## config.mk

```make
export PLATFORM = sky130hd
export DESIGN_NAME = mem_b_port_arbiter_flat
export DESIGN_NICKNAME = d
export VERILOG_FILES = /design/src/rtl/mem_b_port_arbiter_if.sv /design/src/rtl/mem_b_port_arbiter.sv /design/src/flat_wrapper.sv
export SDC_FILE = /design/constraint.sdc
export NUM_CORES = 1
export LEC_CHECK = 0
export ABC_AREA = 1
export CORE_MARGIN = 2
export CORE_UTILIZATION = 32
export CTS_CLUSTER_SIZE = 16
export DETAILED_ROUTE_END_ITERATION = 10
export PLACE_DENSITY = 0.8
export SLEW_MARGIN = 15
export SYNTH_ARGS = -nofsm -noshare
export SYNTH_HDL_FRONTEND = slang
export SYNTH_SLANG_ARGS = --single-unit
```

## constraint.sdc

```tcl
create_clock -name clk -period 4 [get_ports clk]
set_input_delay 1.2 -clock clk [delete_from_list [all_inputs] [get_ports clk]]
set_output_delay 1.2 -clock clk [all_outputs]
set_load 0.03 [all_outputs]
```

## src/rtl/mem_b_port_arbiter_if.sv

```systemverilog
// Port-B bus bundle shared by the two requesters, the arbiter and the memory.
// The arbiter attaches through the slave modport; the environment drives the master side.
interface mem_b_port_arbiter_if;
  logic        r0_req;
  logic [3:0]  r0_start;
  logic [31:0] r0_addr;
  logic [31:0] r0_wdata;
  logic        r0_gnt;
  logic        r0_rvalid;
  logic [31:0] r0_rdata;
  logic        r0_err;

  logic        r1_req;
  logic [3:0]  r1_start;
  logic [31:0] r1_addr;
  logic [31:0] r1_wdata;
  logic        r1_lock;
  logic        r1_gnt;
  logic        r1_rvalid;
  logic [31:0] r1_rdata;
  logic        r1_err;

  logic [31:0] mem_addr;
  logic [3:0]  mem_start;
  logic [31:0] mem_write;
  logic [31:0] mem_read;

  modport slave (
    input  r0_req, r0_start, r0_addr, r0_wdata,
    input  r1_req, r1_start, r1_addr, r1_wdata, r1_lock,
    input  mem_read,
    output r0_gnt, r0_rvalid, r0_rdata, r0_err,
    output r1_gnt, r1_rvalid, r1_rdata, r1_err,
    output mem_addr, mem_start, mem_write
  );

  modport master (
    output r0_req, r0_start, r0_addr, r0_wdata,
    output r1_req, r1_start, r1_addr, r1_wdata, r1_lock,
    output mem_read,
    input  r0_gnt, r0_rvalid, r0_rdata, r0_err,
    input  r1_gnt, r1_rvalid, r1_rdata, r1_err,
    input  mem_addr, mem_start, mem_write
  );
endinterface

```

## src/rtl/mem_b_port_arbiter.sv

```systemverilog
// Port-B arbiter: round-robin between the LSU (r0) and loader/DMA (r1), bounded burst lock
// for r1, word range check and a registered read/ack return one cycle after each grant.
module mem_b_port_arbiter #(
  parameter int unsigned MEM_BYTES = 1024,
  parameter int unsigned MAX_LOCK  = 16
) (
  input logic                 clk,
  input logic                 rst,
  mem_b_port_arbiter_if.slave bus
);

  typedef enum logic [0:0] {
    IDLE  = 1'b0,
    LOCK1 = 1'b1
  } state_e;

  localparam logic [31:0] LAST_WORD = 32'(MEM_BYTES - 4);
  localparam logic [7:0]  LOCK_MAX  = 8'(MAX_LOCK);

  state_e      state_q, state_d;
  logic        rr_ptr_q, rr_ptr_d;
  logic [7:0]  lock_cnt_q, lock_cnt_d;
  logic        r0_rvalid_q, r0_rvalid_d;
  logic [31:0] r0_rdata_q, r0_rdata_d;
  logic        r0_err_q, r0_err_d;
  logic        r1_rvalid_q, r1_rvalid_d;
  logic [31:0] r1_rdata_q, r1_rdata_d;
  logic        r1_err_q, r1_err_d;

  logic        gnt0_s, gnt1_s;
  logic [31:0] sel_addr_s;
  logic        in_range_s;
  logic [3:0]  start_s;

  // Grant selection; nothing is granted while reset is held so no write can land.
  always_comb begin
    gnt0_s = 1'b0;
    gnt1_s = 1'b0;
    if (rst) begin
      gnt0_s = 1'b0;
      gnt1_s = 1'b0;
    end else begin
      case (state_q)
        IDLE: begin
          if (bus.r0_req && bus.r1_req) begin
            gnt0_s = ~rr_ptr_q;
            gnt1_s = rr_ptr_q;
          end else begin
            gnt0_s = bus.r0_req;
            gnt1_s = bus.r1_req;
          end
        end
        LOCK1: begin
          // r0 breaks in only once r1 has used up its lock budget.
          if (bus.r0_req && (!bus.r1_req || (lock_cnt_q == LOCK_MAX))) begin
            gnt0_s = 1'b1;
          end else begin
            gnt1_s = bus.r1_req;
          end
        end
        default: begin
          gnt0_s = 1'b0;
          gnt1_s = 1'b0;
        end
      endcase
    end
  end

  // Address/data steering and range gating of the byte strobes.
  always_comb begin
    sel_addr_s = gnt1_s ? bus.r1_addr : bus.r0_addr;
    in_range_s = (sel_addr_s <= LAST_WORD);
    if (gnt0_s) begin
      start_s = bus.r0_start & {4{in_range_s}};
    end else if (gnt1_s) begin
      start_s = bus.r1_start & {4{in_range_s}};
    end else begin
      start_s = 4'h0;
    end
  end

  assign bus.mem_addr  = sel_addr_s;
  assign bus.mem_write = gnt1_s ? bus.r1_wdata : bus.r0_wdata;
  assign bus.mem_start = start_s;
  assign bus.r0_gnt    = gnt0_s;
  assign bus.r1_gnt    = gnt1_s;

  // Next state for the lock FSM, fairness pointer and lock budget counter.
  always_comb begin
    state_d    = state_q;
    lock_cnt_d = lock_cnt_q;
    if (gnt0_s) begin
      rr_ptr_d = 1'b1;
    end else if (gnt1_s) begin
      rr_ptr_d = 1'b0;
    end else begin
      rr_ptr_d = rr_ptr_q;
    end
    case (state_q)
      IDLE: begin
        lock_cnt_d = 8'd0;
        if (gnt1_s && bus.r1_lock) begin
          state_d = LOCK1;
        end else begin
          state_d = IDLE;
        end
      end
      LOCK1: begin
        if (gnt0_s || !bus.r1_req || (gnt1_s && !bus.r1_lock)) begin
          state_d    = IDLE;
          lock_cnt_d = 8'd0;
        end else begin
          state_d = LOCK1;
          if (!bus.r0_req) begin
            lock_cnt_d = 8'd0;
          end else if (lock_cnt_q < LOCK_MAX) begin
            lock_cnt_d = lock_cnt_q + 8'd1;
          end else begin
            lock_cnt_d = lock_cnt_q;
          end
        end
      end
      default: begin
        state_d    = IDLE;
        lock_cnt_d = 8'd0;
      end
    endcase
  end

  // Return path: capture memory read data at the grant edge; out-of-range reads return zero.
  always_comb begin
    r0_rvalid_d = gnt0_s;
    r1_rvalid_d = gnt1_s;
    if (gnt0_s) begin
      r0_rdata_d = in_range_s ? bus.mem_read : 32'h0000_0000;
      r0_err_d   = ~in_range_s;
    end else begin
      r0_rdata_d = r0_rdata_q;
      r0_err_d   = r0_err_q;
    end
    if (gnt1_s) begin
      r1_rdata_d = in_range_s ? bus.mem_read : 32'h0000_0000;
      r1_err_d   = ~in_range_s;
    end else begin
      r1_rdata_d = r1_rdata_q;
      r1_err_d   = r1_err_q;
    end
  end

  // All state, with synchronous reset.
  always_ff @(posedge clk) begin
    if (rst) begin
      state_q     <= IDLE;
      rr_ptr_q    <= 1'b0;
      lock_cnt_q  <= 8'd0;
      r0_rvalid_q <= 1'b0;
      r0_rdata_q  <= 32'h0000_0000;
      r0_err_q    <= 1'b0;
      r1_rvalid_q <= 1'b0;
      r1_rdata_q  <= 32'h0000_0000;
      r1_err_q    <= 1'b0;
    end else begin
      state_q     <= state_d;
      rr_ptr_q    <= rr_ptr_d;
      lock_cnt_q  <= lock_cnt_d;
      r0_rvalid_q <= r0_rvalid_d;
      r0_rdata_q  <= r0_rdata_d;
      r0_err_q    <= r0_err_d;
      r1_rvalid_q <= r1_rvalid_d;
      r1_rdata_q  <= r1_rdata_d;
      r1_err_q    <= r1_err_d;
    end
  end

  assign bus.r0_rvalid = r0_rvalid_q;
  assign bus.r0_rdata  = r0_rdata_q;
  assign bus.r0_err    = r0_err_q;
  assign bus.r1_rvalid = r1_rvalid_q;
  assign bus.r1_rdata  = r1_rdata_q;
  assign bus.r1_err    = r1_err_q;

endmodule

```

## src/flat_wrapper.sv

```systemverilog
// flat-port wrapper written by rule: the top's interface ports become plain ports
module mem_b_port_arbiter_flat 
#(
  parameter int unsigned MEM_BYTES = 1024,
  parameter int unsigned MAX_LOCK  = 16
)
  (clk, rst, bus_r0_req, bus_r0_start, bus_r0_addr, bus_r0_wdata, bus_r1_req, bus_r1_start, bus_r1_addr, bus_r1_wdata, bus_r1_lock, bus_mem_read, bus_r0_gnt, bus_r0_rvalid, bus_r0_rdata, bus_r0_err, bus_r1_gnt, bus_r1_rvalid, bus_r1_rdata, bus_r1_err, bus_mem_addr, bus_mem_start, bus_mem_write);
  mem_b_port_arbiter_if bus_i ();
  input logic clk;
  input logic rst;
  input wire logic [$bits(bus_i.r0_req)-1:0] bus_r0_req;
  input wire logic [$bits(bus_i.r0_start)-1:0] bus_r0_start;
  input wire logic [$bits(bus_i.r0_addr)-1:0] bus_r0_addr;
  input wire logic [$bits(bus_i.r0_wdata)-1:0] bus_r0_wdata;
  input wire logic [$bits(bus_i.r1_req)-1:0] bus_r1_req;
  input wire logic [$bits(bus_i.r1_start)-1:0] bus_r1_start;
  input wire logic [$bits(bus_i.r1_addr)-1:0] bus_r1_addr;
  input wire logic [$bits(bus_i.r1_wdata)-1:0] bus_r1_wdata;
  input wire logic [$bits(bus_i.r1_lock)-1:0] bus_r1_lock;
  input wire logic [$bits(bus_i.mem_read)-1:0] bus_mem_read;
  output wire logic [$bits(bus_i.r0_gnt)-1:0] bus_r0_gnt;
  output wire logic [$bits(bus_i.r0_rvalid)-1:0] bus_r0_rvalid;
  output wire logic [$bits(bus_i.r0_rdata)-1:0] bus_r0_rdata;
  output wire logic [$bits(bus_i.r0_err)-1:0] bus_r0_err;
  output wire logic [$bits(bus_i.r1_gnt)-1:0] bus_r1_gnt;
  output wire logic [$bits(bus_i.r1_rvalid)-1:0] bus_r1_rvalid;
  output wire logic [$bits(bus_i.r1_rdata)-1:0] bus_r1_rdata;
  output wire logic [$bits(bus_i.r1_err)-1:0] bus_r1_err;
  output wire logic [$bits(bus_i.mem_addr)-1:0] bus_mem_addr;
  output wire logic [$bits(bus_i.mem_start)-1:0] bus_mem_start;
  output wire logic [$bits(bus_i.mem_write)-1:0] bus_mem_write;
  assign bus_i.r0_req = bus_r0_req;
  assign bus_i.r0_start = bus_r0_start;
  assign bus_i.r0_addr = bus_r0_addr;
  assign bus_i.r0_wdata = bus_r0_wdata;
  assign bus_i.r1_req = bus_r1_req;
  assign bus_i.r1_start = bus_r1_start;
  assign bus_i.r1_addr = bus_r1_addr;
  assign bus_i.r1_wdata = bus_r1_wdata;
  assign bus_i.r1_lock = bus_r1_lock;
  assign bus_i.mem_read = bus_mem_read;
  assign bus_r0_gnt = bus_i.r0_gnt;
  assign bus_r0_rvalid = bus_i.r0_rvalid;
  assign bus_r0_rdata = bus_i.r0_rdata;
  assign bus_r0_err = bus_i.r0_err;
  assign bus_r1_gnt = bus_i.r1_gnt;
  assign bus_r1_rvalid = bus_i.r1_rvalid;
  assign bus_r1_rdata = bus_i.r1_rdata;
  assign bus_r1_err = bus_i.r1_err;
  assign bus_mem_addr = bus_i.mem_addr;
  assign bus_mem_start = bus_i.mem_start;
  assign bus_mem_write = bus_i.mem_write;
  mem_b_port_arbiter #(.MEM_BYTES(MEM_BYTES), .MAX_LOCK(MAX_LOCK)) u_core (.clk(clk), .rst(rst), .bus(bus_i));
endmodule
```

# --- Word-level counts from Yosys, hierarchy flattened ---
# Cells that the tools add are included.
word_totals:
  regBits: 78
  input_bits: 173
  out_inout_bits: 138
  wordCells: 51
classes:
  add_sub_neg: 1
  magnitude_cmp: 2
  eq_ne: 2
  muxes: 22
  bitwise: 5
  n_reduce_logical: 10
ops:
  columns: ["cell", "n"]
  rows:
  - ["two-way mux 32 bit", 3]
  - ["<= comparator 32 x 10 -> 1 bit (second input constant)", 1]
  - ["two-way mux 8 bit", 3]
  - ["case mux 8 bit (2 select lines)", 1]
  - ["two-way mux 1 bit", 10]
  - ["adder 8 x 1 -> 8 bit (second input constant)", 1]
  - ["AND 4 bit", 2]
  - ["== test 8 x 5 -> 1 bit (second input constant)", 1]
  - ["< comparator 8 x 5 -> 1 bit (second input constant)", 1]
  - ["two-way mux 4 bit", 2]
  - ["case mux 1 bit (2 select lines)", 3]
  - ["logical AND 1 bit", 4]
  - ["!= test 4 bit (second input constant)", 1]
  - ["logical OR 1 bit", 3]
  - ["NOT 1 bit", 3]
  - ["zero test 1 bit", 2]
  - ["nonzero test 2 bit", 1]

# --- Depth between registers and ports, before layout ---
# Gate-level depths: netlist of the first run.
depth:
  depth_word: 11
  depth_mapped: 18
  ltp_nobuf: 17

# --- Worst setup path after synthesis of the first run ---
# OpenSTA, ideal clock, no wires.
synth_path:
  kind: "in2out"
  startpoint: "input bus_r1_req"
  endpoint: "output bus_mem_start[0]"
  arrival_ns: 3.101
  t_required_ns: 2.800
  slack_ns: -0.301
  cell_stages: 16
  path_buffers: 2
  path_cell_list: "buf_4 > nand2_2 > clkinv_1 > o21ai_2 > nand2_2 > nand3_4 > buf_2 > nand2_1 > nand2_1 > nor2_1 > nand3_2 > nor2_8 > inv_2 > nor2_4 > nand3_1 > nand2_1"
synth_via:
  elab_chain_cells: 11
  word_cells_on_any_way: 18
  classes_between: "1 x order compare; 11 x mux; 2 x bitwise; 4 x reduce/logical"
synth_rtl:
  columns: ["item", "line", "text"]
  rows:
  - ["start, declared", "flat_wrapper.sv:15", "input wire logic [$bits(bus_i.r1_req)-1:0] bus_r1_req;"]
  - ["zero test 1 bit", "mem_b_port_arbiter.sv:55", "if (bus.r0_req && (!bus.r1_req || (lock_cnt_q == LOCK_MAX))) begin"]
  - ["logical OR 1 bit", "mem_b_port_arbiter.sv:55", null]
  - ["logical AND 1 bit", "mem_b_port_arbiter.sv:55", null]
  - ["two-way mux 1 bit", "mem_b_port_arbiter.sv:55", null]
  - ["case mux 1 bit (2 select lines) (*)", "mem_b_port_arbiter.sv:43", "case (state_q)"]
  - ["two-way mux 1 bit (*)", "mem_b_port_arbiter.sv:39", "if (rst) begin"]
  - ["two-way mux 32 bit (*)", "mem_b_port_arbiter.sv:71", "sel_addr_s = gnt1_s ? bus.r1_addr : bus.r0_addr;"]
  - ["via bus_mem_addr[20]", "flat_wrapper.sv:29", "output wire logic [$bits(bus_i.mem_addr)-1:0] bus_mem_addr;"]
  - ["<= comparator 32 x 10 -> 1 bit (*)", "mem_b_port_arbiter.sv:72", "in_range_s = (sel_addr_s <= LAST_WORD);"]
  - ["AND 4 bit", "mem_b_port_arbiter.sv:76", "start_s = bus.r1_start & {4{in_range_s}};"]
  - ["two-way mux 4 bit", "mem_b_port_arbiter.sv:75", "end else if (gnt1_s) begin"]
  - ["two-way mux 4 bit (*)", "mem_b_port_arbiter.sv:73", "if (gnt0_s) begin"]
  - ["end, declared", "flat_wrapper.sv:30", "output wire logic [$bits(bus_i.mem_start)-1:0] bus_mem_start;"]
# Mark *: on every way through the listed nets, which the timed path passes. The rest lies on a longest branch.

# --- Final worst setup path of the first run ---
layout_path:
  startpoint: "input rst"
  endpoint: "output bus_mem_start[1]"
layout_via:
  elab_chain_cells: 6
  word_cells_on_any_way: 8
  classes_between: "1 x order compare; 5 x mux; 2 x bitwise"
layout_rtl:
  columns: ["item", "line", "text"]
  rows:
  - ["start, declared", "flat_wrapper.sv:10", "input logic rst;"]
  - ["two-way mux 1 bit", "mem_b_port_arbiter.sv:39", null]
  - ["two-way mux 32 bit", "mem_b_port_arbiter.sv:71", null]
  - ["<= comparator 32 x 10 -> 1 bit", "mem_b_port_arbiter.sv:72", null]
  - ["AND 4 bit", "mem_b_port_arbiter.sv:76", null]
  - ["two-way mux 4 bit", "mem_b_port_arbiter.sv:75", null]
  - ["two-way mux 4 bit (*)", "mem_b_port_arbiter.sv:73", null]
# Every way passes the cells marked *; elsewhere a longest branch is shown, timed or not.

==> results of run 1 <==
## flip-flops by register name, summed over array words and instances (netlist names)
name	flops
u_core.bus.r0_err	1
u_core.bus.r0_rdata	32
u_core.bus.r0_rvalid	1
u_core.bus.r1_err	1
u_core.bus.r1_rdata	32
u_core.bus.r1_rvalid	1
u_core.lock_cnt_q	8
u_core.rr_ptr_q	1
u_core.state_q	1
## per-stage QoR
step	setup TNS, ns	setup slack [ns]	power (mW)
CTS	-0.840	-0.226	2.77
finish	-0.886	-0.236	2.75
floorplan	-0.335	-0.0914	1.39
detailed placement	-12.81	-0.722	1.94
global route	-1.29	-0.345	2.87
global placement	-12.05	-0.666	1.93
## cell families (layout without fill, tap and decap cells)
logic type / count (synthesis) / in the layout / share of synthesized area, %
simple gates: 321 / 322 / 37.3
xor+xnor: 2 / 2 / 0.404
compound gates: 124 / 124 / 14.6
other cells: 0 / 1 / 0
fa+ha+maj: 2 / 2 / 0.577
buf+inv: 107 / 449 / 11.1
flops: 78 / 78 / 36.0
## layout by cell type, fill, tap and decap left out, types with 13 or more instances in the layout
master and instances:
nor2_1 18, a21oi_1 65, o21ai_0 50, buf_12 13, nand4_2 30, nand4_1 31
inv_1 52, dfxtp_1 78, buf_4 112, nand2_1 174, clkdlybuf4s50_1 237, nand2_4 19
nand2_2 20
## report_power, final
part	switching, mW	internal, mW
clock network	0.320	0.487
registers	0.0343	0.846
logic	0.569	0.493
## worst min path at each step
stage	start	to	slack, ns	cells after the start
after detailed placement	u_core.lock_cnt_q[6]	u_core.lock_cnt_q[6]	0.44	2
after global placement	u_core.lock_cnt_q[5]	u_core.lock_cnt_q[5]	0.44	2
after floorplan	u_core.lock_cnt_q[6]	u_core.lock_cnt_q[6]	0.42	2
final	u_core.lock_cnt_q[6]	u_core.lock_cnt_q[6]	0.45	2
after CTS	u_core.lock_cnt_q[6]	u_core.lock_cnt_q[6]	0.45	2
after global routing	u_core.lock_cnt_q[6]	u_core.lock_cnt_q[6]	0.47	2
## layer usage
metal	track usage, %	wire length [µm]	vias to the layer above	part of all wire, %
met4	5.89	209	0	1.1
met1	30.0	7580	2575	40
li1	-	-	2768	-
met5	0	0	-	0
met3	6.60	1560	12	8.3
met2	43.4	9500	234	50
## synthesized netlist by cell type
| cell | instances | area (µm²) |
|---|---|---|
| a41oi_1 | 1 | 8.76 |
| dfxtp_1 | 78 | 1560 |
| buf_6 | 2 | 22.5 |
| nor2_4 | 1 | 11.3 |
| nand4_1 | 31 | 194 |
| nor2_8 | 1 | 20.0 |
| inv_1 | 53 | 199 |
| clkbuf_1 | 28 | 105 |
| o21ai_1 | 5 | 25.0 |
| buf_4 | 7 | 52.6 |
| o21ai_0 | 50 | 250 |
| buf_2 | 5 | 25.0 |
| nor2_2 | 1 | 6.26 |
| ha_1 | 2 | 25.0 |
| buf_1 | 4 | 15.0 |
| nand3_4 | 1 | 17.5 |
| nand3_1 | 12 | 60.1 |
| xor2_1 | 2 | 17.5 |
| nor2_1 | 26 | 97.6 |
| nor4_1 | 1 | 6.26 |
| nor3_1 | 2 | 10.0 |
| a21oi_1 | 65 | 325 |
| buf_8 | 3 | 45.0 |
| nand2_2 | 2 | 12.5 |
| o31ai_1 | 1 | 7.51 |
| o21ai_2 | 2 | 17.5 |
| nand4_2 | 30 | 375 |
| clkinv_1 | 1 | 3.75 |
| nand3_2 | 1 | 10.0 |
| inv_2 | 4 | 15.0 |
| nand2_1 | 212 | 796 |
## critical path: stages
cell and delay [ns]:
clkdlybuf4s15_2 0.21, inv_4 0.08, nand3_4 0.14, buf_12 0.18, buf_8 0.13, nand2_4 0.06, nand2_4 0.05, nor2_4 0.12
nand3_4 0.09, nor2_8 0.13, inv_4 0.05, nor2_4 0.24, nand3_2 0.14, nand2_4 0.08, buf_6 0.12
## area by class of cell
class | instances | area [µm²]
Multi-Input combinational cell | 450 | 2590
Clock inverter | 6 | 72.6
Antenna cell | 1 | 2.50
Sequential cell | 78 | 1560
Tap cell | 176 | 220
Clock buffer | 10 | 229
Fill cell | 1155 | 4690
Inverter | 58 | 224
Timing Repair Buffer | 375 | 3650
## what timing repair did
action,CTS,global route
setup endpoints to repair,42,5
pin swaps,16,8
gates cloned,2,0
resized for setup,43,4
setup buffers,7,3
==> reports/metrics.csv, run 1 <==
stage,metric,value,unit
critical_path,Worst EP arrival,3.04,ns
final_layout,Area Overhead vs Synth,97.2,%
final_layout,post-layout util,64.6,%
final_layout,Non-Filler Instances,1154,
clock_network,CTS tree,built,
power,Pleak,3.91,nW
floorplanning,Placeable Area,13200,µm²
synthesis,Seq cells post-synth,78,
sta,final hold slack,0.450,ns
run,MaxCap Viol Count,0,
sta,Max Fclk,0.236,GHz
floorplanning,die height,120,µm
critical_path,CP endpoint kind,primary output,
global_routing,initial antenna violation count,1,
clock_network,worst skew pair latency,0.33,ns
sta,Final Max Slew Viols,0,
placement,dpl cells,1126,
sta,relative slew slack,41.7,%
critical_path,"critical path fanouts, max",8,
clock_network,# hold bufs at CTS,0,
detailed_routing,routed via count,5589,
critical_path,Worst R2R Setup Slack,1.16,ns
placement,DP Area,8030,µm²
clock_network,CTS Buf Count,9,
detailed_routing,Routed WL per cell,16.3,µm
floorplanning,die area,14500,µm²
detailed_routing,1st-iter DRT viols,337,
sta,min setup slack post-route,-0.236,ns
synthesis,"Net Count, Synth",809,
clock_network,CTS sink count,78,
min_path,hold crit path type,flop to flop,
critical_path,CP Class,primary input to primary output,
critical_path,Startpoint Class,primary input,
sta,post-layout min period,4.24,ns
run_status,failing checks,setup timing,
floorplanning,Starting Density,32.8,%
global_routing,GRT overflow,0,
floorplanning,row count,42,
detailed_routing,DRT Wirelength,18900,µm
critical_path,critical path startpoint,rst,
critical_path,worst setup path endpoint,bus_mem_start[1],
global_routing,vias in the first global route,5368,
global_routing,GRT Total Usage,24.7,%
sta,crit share post-route,106,%
sta,Worst Clk Skew,0.00925,ns
detailed_routing,Via-to-Cell Ratio,4.84,
floorplanning,I/O Pins,311,
placement,Port Buf Inserts,310,
clock_network,Worst-path clk slew,0.06,ns
clock_network,Clock Path Buffers,2,
floorplanning,Die W,120,µm
detailed_routing,Detailed Routing Iterations Pass 1,4,
synthesis,Syn. warnings,0,
sta,slew at the pin with the worst max-slew slack,0.866,ns
critical_path,R2R Path End,u_core.bus.r0_rdata[25],
synthesis,register area share after synthesis,36.0,%
final_layout,layout net count,1147,
detailed_routing,Routed Antenna Nets,0,
clock_network,CTS Root Cell,clkbuf_16,
synthesis,Post-Syn Area,4340,µm²
synthesis,Mapped Cells,634,
power,Worst VDD drop,0.000279,V
run_status,status,finished with violations,
global_routing,largest net degree at the start of global routing,58,
synthesis,distinct cell type count after synthesis,31,
critical_path,FF-to-FF path depth,18,
critical_path,"Req. time, crit path",2.80,ns
placement,Post-DP HPWL,13900,µm
final_layout,layout cells sized above 1,25.9,%
placement,Placer Congestion,0.882,
clock_network,# H-tree levels,3,
sta,RSZ-0062 raised after global routing,yes,
global_routing,global-route wire length before repair,28600,µm
synthesis,synthesized area per cell,6.84,µm²
sta,final hold vios,0,
sta,Final setup viols,4,
detailed_routing,drt drc,0,
power,PD cells,322,nW/µm²
critical_path,worst reg2reg path startpoint,u_core.lock_cnt_q[0],
final_layout,"Design Area, Final",8550,µm²
Power figures use the tool's default switching activity.
==> inputs of run 2 (changes only) <==
CORE_AREA = 2 2 121 123   (was unset)
CORE_MARGIN = unset   (was 2)
CORE_UTILIZATION = unset   (was 32)
DIE_AREA = 0 0 123 125   (was unset)
DONT_BUFFER_PORTS = 1   (was unset)
PLACE_DENSITY = 0.48   (was 0.8)
SLEW_MARGIN = unset   (was 15)
==> reports/metrics.csv, run 2 (same netlist as run 1, synthesis figures left out) <==
stage,metric,value,unit
final_layout,"Design Area, Final",5920,µm²
clock_network,Worst-path clk slew,0.05,ns
placement,Post-DP HPWL,12200,µm
global_routing,busiest layer in global routing,met2,
run,MaxCap Viol Count,0,
clock_network,worst skew pair latency,0.33,ns
final_layout,most frequent cells in the layout,"169 x nand2_1, 98 x buf_4, 78 x dfxtp_1",
power,power share of the sequential group,42.4,%
final_layout,layout cells sized above 1,32.6,%
floorplanning,I/O Pins,311,
sta,Fin Setup TNS,-0.418,ns
final_layout,Area Overhead vs Synth,36.5,%
global_routing,met1 usage,22.9,%
detailed_routing,Routed Antenna Nets,0,
global_routing,met3 usage,6.16,%
floorplanning,Starting Density,30.5,%
critical_path,"critical path fanouts, max",32,
power,switching power,0.840,mW
detailed_routing,Detailed Routing Iterations Pass 1,5,
critical_path,CP Class,primary input to primary output,
power,internal power,1.58,mW
global_routing,global-route wire length before repair,24100,µm
critical_path,CP endpoint kind,primary output,
sta,Final setup viols,4,
sta,final hold vios,0,
clock_network,CTS Buf Count,9,
clock_network,CTS sink count,78,
placement,dpl cells,869,
sta,Final Max Slew Viols,0,
global_routing,GRT overflow,0,
detailed_routing,drt drc,0,
run_status,status,finished with violations,
final_layout,number of diodes,0,
global_routing,initial antenna violation count,0,
clock_network,CTS Root Cell,clkbuf_16,
power,PD cells,409,nW/µm²
placement,dpl ws,-0.112,ns
placement,Port Buf Inserts,0,
global_routing,vias in the first global route,4362,
sta,slew at the pin with the worst max-slew slack,0.797,ns
clock_network,Clock Path Buffers,2,
final_layout,layout net count,883,
placement,Placer Congestion,0.890,
sta,relative slew slack,46.4,%
detailed_routing,routed via count,4625,
sta,RSZ-0062 raised after global routing,yes,
global_routing,M2 GR Usage,34.3,%
final_layout,"commonest non-fill, non-tap cell in the layout",nand2_1,
clock_network,# hold bufs at CTS,0,
sta,Worst Clk Skew,0.00731,ns
clock_network,# H-tree levels,3,
power,Power Total,2.42,mW
detailed_routing,Via-to-Cell Ratio,5.16,
power,Worst VDD drop,0.000247,V
detailed_routing,DRT Wirelength,17000,µm
floorplanning,die height,125,µm
sta,Max Fclk,0.242,GHz
power,Logic pwr share,23.3,%
global_routing,largest net degree at the start of global routing,69,
placement,DP Area,5310,µm²
critical_path,Startpoint Class,primary input,
floorplanning,Placeable Area,14200,µm²
detailed_routing,Routed WL per cell,19.0,µm
sta,post-layout min period,4.13,ns
final_layout,Non-Filler Instances,896,
critical_path,"Req. time, crit path",2.80,ns
global_routing,GRT Total Usage,20.2,%
floorplanning,die area,15400,µm²
run_status,failing checks,setup timing,
floorplanning,Die W,123,µm
floorplanning,row count,44,
power,Clk pwr share,34.2,%
power,sw frac,34.6,%
power,Pleak,2.85,nW
critical_path,Worst EP arrival,2.93,ns
clock_network,CTS tree,built,
detailed_routing,1st-iter DRT viols,199,
sta,crit share post-route,103,%
sta,min setup slack post-route,-0.126,ns
min_path,hold crit path type,flop to flop,
## run 2: cell count changes in the layout (fill, tap and decap cells not counted), sizes merged
cell,change
clkinv,-3
clkdlybuf4s15,-1
buf,-29
clkbuf,+5
clkdlybuf4s50,-237
diode,-1
## run 2: path summary, 6_finish.rpt
| path | cells past startpoint | end | slack [ns] | startpoint |
|---|---|---|---|---|
| max | 15 | bus_mem_start[3] | -0.13 | bus_r1_req |
| min | 2 | u_core.lock_cnt_q[6] | 0.45 | u_core.lock_cnt_q[6] |
| max reg2reg | 17 | u_core.bus.r0_rdata[29] | 1.10 | u_core.lock_cnt_q[0] |
| min reg2reg | 2 | u_core.lock_cnt_q[6] | 0.45 | u_core.lock_cnt_q[6] |
## run 2: power groups by stage
stage | Combinational, mW | Sequential, mW | Clock [mW]
floorplan | 0.367 | 1.03 | 0
global placement | 0.530 | 1.05 | 0
detailed placement | 0.534 | 1.05 | 0
CTS | 0.536 | 1.03 | 0.854
global route | 0.616 | 1.04 | 0.878
finish | 0.565 | 1.03 | 0.830
## run 2: cell type report
type	count	area (µm²)
Sequential cell	78	1560
Clock buffer	12	267
Timing Repair Buffer	111	961
Tap cell	184	230
Clock inverter	3	42.5
Multi-Input combinational cell	450	2640
Fill cell	1489	8280
Inverter	58	221
## run 2: per-stage QoR
step / utilization [%] / hold slack [ns]
2_1_floorplan: - / 0.421
3_3_place_gp: 37.4 / 0.436
3_5_place_dp: 37.4 / 0.439
4_1_cts: 39.8 / 0.447
5_1_grt: 41.7 / 0.469
6_report: 41.7 / 0.446
## run 2: worst max-delay path, cell delays in order
cell and delay, ns:
nand2_4 0.04, clkinv_2 0.04, o21ai_2 0.05, nand2_2 0.10
nand3_4 0.20, clkbuf_16 0.24, nand2_4 0.06, nand2_4 0.06
nor2_4 0.13, nand3_4 0.10, nor2_8 0.14, inv_4 0.06
nor2_4 0.21, nand3_2 0.13, nand2_4 0.14
## run 2: layer usage
metal | share of wire, % | vias up | wire [µm]
met5 | 0 | - | 0
met4 | 3.4 | 0 | 571
met3 | 10 | 33 | 1690
met2 | 50 | 231 | 8560
met1 | 36 | 2121 | 6180
li1 | - | 2240 | -
## run 2: what timing repair did
item | CTS | global route
setup endpoints to repair | 4 | 14
buffers inserted | 1 | 7
gates cloned | 1 | 3
gates resized for setup | 3 | 35
pin swaps | 3 | 21
==> inputs of run 3 (changes only) <==
HOLD_SLACK_MARGIN = 0.03   (was unset)
==> results of run 3 <==
Final layout, timing and power as in run 2 (identical DEF).
